==> config.mk <==
export PLATFORM = sky130hd
export DESIGN_NAME = clk_switch_ctrl_flat
export DESIGN_NICKNAME = d
export VERILOG_FILES = /design/src/rtl/clk_switch_ctrl_if.sv /design/src/rtl/clk_switch_ctrl.sv /design/src/flat_wrapper.sv
export SDC_FILE = /design/constraint.sdc
export NUM_CORES = 1
export LEC_CHECK = 0
export CORE_MARGIN = 1.5
export CORE_UTILIZATION = 39
export CTS_BUF_LIST = sky130_fd_sc_hd__clkbuf_16
export DETAILED_ROUTE_END_ITERATION = 12
export MAX_ROUTING_LAYER = met4
export PLACE_DENSITY_LB_ADDON = 0.12
export SLEW_MARGIN = 0
export SYNTH_ARGS = -nofsm -noshare
export SYNTH_HDL_FRONTEND = slang
export SYNTH_SLANG_ARGS = --single-unit
==> constraint.sdc <==
create_clock -name clk -period 2 [get_ports clk]
set_input_delay 0.4 -clock clk [delete_from_list [all_inputs] [get_ports clk]]
set_output_delay 0.4 -clock clk [all_outputs]
set_load 0.01 [all_outputs]
==> src/rtl/clk_switch_ctrl_if.sv <==
// Switch-request handshake bundle for clk_switch_ctrl.
// The master drives the request and the slave (controller) drives req_ready.
interface clk_switch_ctrl_if;
    logic req_valid;
    logic req_sel;
    logic req_ready;

    modport master (
        output req_valid,
        output req_sel,
        input  req_ready
    );

    modport slave (
        input  req_valid,
        input  req_sel,
        output req_ready
    );
endinterface

==> src/rtl/clk_switch_ctrl.sv <==
// Glitch-free clock-mux switch sequencer: gate, switch, settle, optional lock wait.
// Optional lock check enabled by macro CLK_SW_LOCK_CHECK_EN.
module clk_switch_ctrl #(
    parameter int GATE_CYCLES   = 4,
    parameter int SETTLE_CYCLES = 8,
    parameter int LOCK_TIMEOUT  = 1000
) (
    input  logic              clk,
    input  logic              reset,
    clk_switch_ctrl_if.slave  req,
    input  logic              locked,
    output logic              mux_sel,
    output logic              clk_en,
    output logic              busy,
    output logic              done,
    output logic              err
);

`ifdef CLK_SW_LOCK_CHECK_EN
    typedef enum logic [2:0] {
        IDLE, GATE, SWITCH, SETTLE, WAIT_LOCK
    } state_t;
`else
    typedef enum logic [1:0] {
        IDLE, GATE, SWITCH, SETTLE
    } state_t;
`endif

    state_t     state, state_n;
    logic [7:0] cnt, cnt_n;
    logic       tgt, tgt_n;
    logic       mux_n, en_n, done_n;
    logic       ready_q;

`ifdef CLK_SW_LOCK_CHECK_EN
    logic [15:0] tcnt, tcnt_n;
    logic        lock_meta, lock_sync;
    logic        err_q, err_n;

    always_ff @(posedge clk) begin
        if (!reset) begin
            lock_meta <= 1'b0;
            lock_sync <= 1'b0;
            tcnt      <= '0;
            err_q     <= 1'b0;
        end else begin
            lock_meta <= locked;
            lock_sync <= lock_meta;
            tcnt      <= tcnt_n;
            err_q     <= err_n;
        end
    end

    assign err = err_q;
`else
    logic unused_locked;
    assign unused_locked = locked;
    assign err = 1'b0;
`endif

    always_comb begin
        state_n = state;
        cnt_n   = cnt;
        tgt_n   = tgt;
        mux_n   = mux_sel;
        en_n    = clk_en;
        done_n  = 1'b0;
`ifdef CLK_SW_LOCK_CHECK_EN
        tcnt_n  = tcnt;
        err_n   = err_q;
`endif
        unique case (state)
            IDLE: begin
                if (req.req_valid) begin
                    tgt_n = req.req_sel;
`ifdef CLK_SW_LOCK_CHECK_EN
                    err_n = 1'b0;
`endif
                    if (req.req_sel == mux_sel) begin
                        done_n = 1'b1;
                    end else begin
                        state_n = GATE;
                        en_n    = 1'b0;
                        cnt_n   = 8'(GATE_CYCLES - 1);
                    end
                end
            end
            GATE: begin
                if (cnt == 8'd0) state_n = SWITCH;
                else             cnt_n   = cnt - 8'd1;
            end
            SWITCH: begin
                // Only point where the mux select moves; clk_en is low here.
                mux_n   = tgt;
                state_n = SETTLE;
                cnt_n   = 8'(SETTLE_CYCLES - 1);
            end
            SETTLE: begin
                if (cnt == 8'd0) begin
                    en_n = 1'b1;
`ifdef CLK_SW_LOCK_CHECK_EN
                    state_n = WAIT_LOCK;
                    tcnt_n  = '0;
`else
                    state_n = IDLE;
                    done_n  = 1'b1;
`endif
                end else begin
                    cnt_n = cnt - 8'd1;
                end
            end
`ifdef CLK_SW_LOCK_CHECK_EN
            WAIT_LOCK: begin
                if (lock_sync) begin
                    state_n = IDLE;
                    done_n  = 1'b1;
                end else if (tcnt == 16'(LOCK_TIMEOUT - 1)) begin
                    state_n = IDLE;
                    done_n  = 1'b1;
                    err_n   = 1'b1;
                end else begin
                    tcnt_n = tcnt + 16'd1;
                end
            end
`endif
            default: state_n = IDLE;
        endcase
    end

    always_ff @(posedge clk) begin
        if (!reset) begin
            state   <= IDLE;
            cnt     <= '0;
            tgt     <= 1'b0;
            mux_sel <= 1'b0;
            clk_en  <= 1'b1;
            busy    <= 1'b0;
            done    <= 1'b0;
            ready_q <= 1'b1;
        end else begin
            state   <= state_n;
            cnt     <= cnt_n;
            tgt     <= tgt_n;
            mux_sel <= mux_n;
            clk_en  <= en_n;
            busy    <= (state_n != IDLE);
            done    <= done_n;
            ready_q <= (state_n == IDLE);
        end
    end

    assign req.req_ready = ready_q;

endmodule

==> src/flat_wrapper.sv <==
// flat-port wrapper written by rule: the top's interface ports become plain ports
module clk_switch_ctrl_flat 
#(
    parameter int GATE_CYCLES   = 4,
    parameter int SETTLE_CYCLES = 8,
    parameter int LOCK_TIMEOUT  = 1000
)
  (clk, reset, locked, mux_sel, clk_en, busy, done, err, req_req_valid, req_req_sel, req_req_ready);
  clk_switch_ctrl_if req_i ();
  input  logic clk;
  input  logic reset;
  input  logic locked;
  output logic mux_sel;
  output logic clk_en;
  output logic busy;
  output logic done;
  output logic err;
  input wire logic [$bits(req_i.req_valid)-1:0] req_req_valid;
  input wire logic [$bits(req_i.req_sel)-1:0] req_req_sel;
  output wire logic [$bits(req_i.req_ready)-1:0] req_req_ready;
  assign req_i.req_valid = req_req_valid;
  assign req_i.req_sel = req_req_sel;
  assign req_req_ready = req_i.req_ready;
  clk_switch_ctrl #(.GATE_CYCLES(GATE_CYCLES), .SETTLE_CYCLES(SETTLE_CYCLES), .LOCK_TIMEOUT(LOCK_TIMEOUT)) u_core (.clk(clk), .reset(reset), .req(req_i), .locked(locked), .mux_sel(mux_sel), .clk_en(clk_en), .busy(busy), .done(done), .err(err));
endmodule
==> reports/summary.txt, run 1 <==
Post-synth EDFFs: 0
Gate power share: 25.6%
WL/cell: 14.20 um
fin crit period: 1.862 ns
total die area: 0.002709 sq mm
# rows: 17
#FFs+latches synth: 16
Clk pwr share: 38.8%
Critical Path RT: 2.14 ns
Net Switching: 266.1 uW
CTS H-tree lvls: 1
share of the yosys chip area belonging to registers: 34.13%
crit path from: u_core.state[1]
worst path cell trace: inv_1, ha_1, inv_1, o311ai_0, o31ai_2, a31o_1
CP max FO: 7
fin nets: 141
synthesized area: 938.4 sq um
Final Hold Viols: 0
Via density: 5.641
outcome: finished clean
setup repair after global routing missed its margin: false
pin count of the biggest net entering global routing: 9
clk_skew: 0.004089 ns
placer congestion estimate: 0.8602
total global-route track usage: 19.11%
crit path capture type: flip-flop
switch share: 27.01%
Crit path max-delay family: compound AO/OA/AOI/OAI gates
Final Worst Setup Slack: 0.1378 ns
most common cell after layout, fill and taps aside: dfxtp_1
Syn Nets: 120
initial antenna violation count: 0
critical path's slowest cell: o311ai_0
DRC Markers: 0
static leakage power: 0.0004778 uW
placed insts: 153
crit path kind: reg2reg
Tcrit/Tclk final: 93.11%
max-slew violation count: 0
initial DRC count: 17
clock slew at reported path FFs: 0.05 ns
vias in the first global route: 819
CTS root buf: clkbuf_16
PwrDens: 814.2 mW/mm^2
crit path buf inv count: 2
RR Startpoint: u_core.state[1]
DIE HEIGHT: 52.05 um
CTS Buffer Depth: 2
dpl hpwl: 1.626 mm
global route total overflow: 0
Peak Freq: 537.0 MHz
maximum vdd drop: 0.6634 mV
routed via count: 880
first-pass GRT wire length: 3.650 mm
post-route ant nets: 0
Horiz. Die Dim: 52.05 um
share of flip-flops with an asynchronous set or reset: 0%
Starting Density: 42.02%
clock sinks: 16
Placeable Area: 0.002233 sq mm
Synth Instances: 109
Clock Latency Late Sink: 0.25 ns
Ports: 11
# diodes: 0
most frequent cell on the critical path: inv_1
setup TNS: 0 ns
Critical Path Source Type: flip-flop
final hold slack: 0.4572 ns
number of buffers created by CTS: 3
CTS tree: done
drt total wl: 2.215 mm
min-delay src: u_core.tgt
Yosys warnings: 0
Max-Cap Viols: 0
mean post-synth cell area: 8.609 sq um
Seq pwr share: 35.6%
main flop type after synthesis: dfxtp_1
internal power: 719.1 uW
Final setup violation count: 0
non-filler instance count after layout: 156
cts hold-fix bufs: 0
WP data arrival: 2.00 ns
Pre-antenna DRT Iters: 4
CP max stage delay: 0.43 ns
fraction of layout cells with a size suffix above 1: 19.53%
most frequent cells in the layout: 16 x dfxtp_1, 10 x buf_4, 9 x a21oi_1, 8 x nor2_1, 8 x clkdlybuf4s50_1
post-synth cell types: 41
Buffers on Ports: 8
DP Worst Slack: 0.08161 ns
Hold Path Class: reg2reg
area delta synth->final: 28.93%
==> cell usage after synthesis, types with 3 or more instances <==
cell	count	area share, %
ha_1	6	8.0
nor3_1	6	3.2
o21a_1	3	2.4
o31ai_1	3	2.4
nand3_1	4	2.1
nor2_1	8	3.2
o21ai_0	4	2.1
a21oi_1	9	4.8
nand2_1	6	2.4
inv_1	7	2.8
dfxtp_1	16	34
==> timing repair <==
action                     in CTS  in global routing
buffers inserted                0                  0
resized for setup               0                  3
setup endpoints to repair       0                  6
==> path summary, 6_finish.rpt <==
kind	depth (start not counted)	slack [ns]	to
min reg2reg	2	0.46	u_core.tgt
max reg2reg	6	0.14	u_core.req.req_ready
min	2	0.46	u_core.tgt
max	6	0.14	u_core.req.req_ready
==> sequential cells by signal, summed over array words and instances, names as in the netlist <==
| signal | flops |
|---|---|
| u_core.cnt | 8 |
| u_core.state | 2 |
| u_core.busy | 1 |
| u_core.clk_en | 1 |
| u_core.done | 1 |
| u_core.mux_sel | 1 |
| u_core.req.req_ready | 1 |
| u_core.tgt | 1 |
==> power by group through the flow <==
stage | clock network [uW] | logic [uW] | registers [uW]
6_report | 382 | 252 | 351
3_5_place_dp | 0 | 239 | 357
4_1_cts | 389 | 241 | 351
3_3_place_gp | 0 | 240 | 356
5_1_grt | 404 | 276 | 352
2_1_floorplan | 0 | 143 | 359
==> final cells by class <==
cell class,count,area (sq um)
clock buffers,3,75.07
fillers,203,1023
multi-input cells,84,598.1
well taps,28,35.03
flip-flops and latches,16,320.3
inverters,7,26.28
repair buffers,18,155.1
==> metrics by stage <==
| step | instance area [sq um] | power, uW | utilization [%] |
|---|---|---|---|
| after detailed placement | 1117 | 595.8 | 50.03 |
| after CTS | 1192 | 980.3 | 53.39 |
| after global placement | 1117 | 596.3 | 50.03 |
| after floorplan | 938.4 | 502.7 | - |
| final | 1210 | 985.1 | 54.17 |
| after global routing | 1210 | 1032 | 54.17 |
==> cells by family (layout without fill, tap and decap cells) <==
kind of cell             count (synthesis)  count (layout)  synth area share (%)
buffers and inverters                    9              28                 4.000
other                                    1               1                0.3996
adder cells (fa/ha/maj)                  6               6                 8.000
XOR/XNOR                                 2               2                 1.867
AND/OR/NAND/NOR                         35              35                 21.34
AO/OA/AOI/OAI                           38              38                 28.13
multiplexers                             2               2                 2.133
flip-flops                              16              16                 34.13
==> worst reg2reg max path, delay by kind of cell, from the launching register on <==
family                     cells  cell delay [ns]
adders and majority gates      1             0.30
buffers and inverters          2             0.32
DFF                            1             0.34
AOI/OAI and AO/OA              3             0.79
==> per-layer routing <==
layer	up-vias	track usage [%]	routed length, um
met1	419	24.38	1086
met2	9	27.43	1047
met5	-	-	0
met3	2	6.609	64
met4	0	7.895	16
li1	450	-	-
(Power assumes the default switching activity.)
==> run 2: changes to the inputs <==
--- a/config.mk
+++ b/config.mk
@@ -11,7 +11,7 @@
 export DETAILED_ROUTE_END_ITERATION = 12
 export MAX_ROUTING_LAYER = met4
 export PLACE_DENSITY_LB_ADDON = 0.12
-export SLEW_MARGIN = 0
+export SLEW_MARGIN = 20
 export SYNTH_ARGS = -nofsm -noshare
 export SYNTH_HDL_FRONTEND = slang
 export SYNTH_SLANG_ARGS = --single-unit
==> results of run 2 <==
The final DEF is identical to that of run 1; final timing and power are the same.
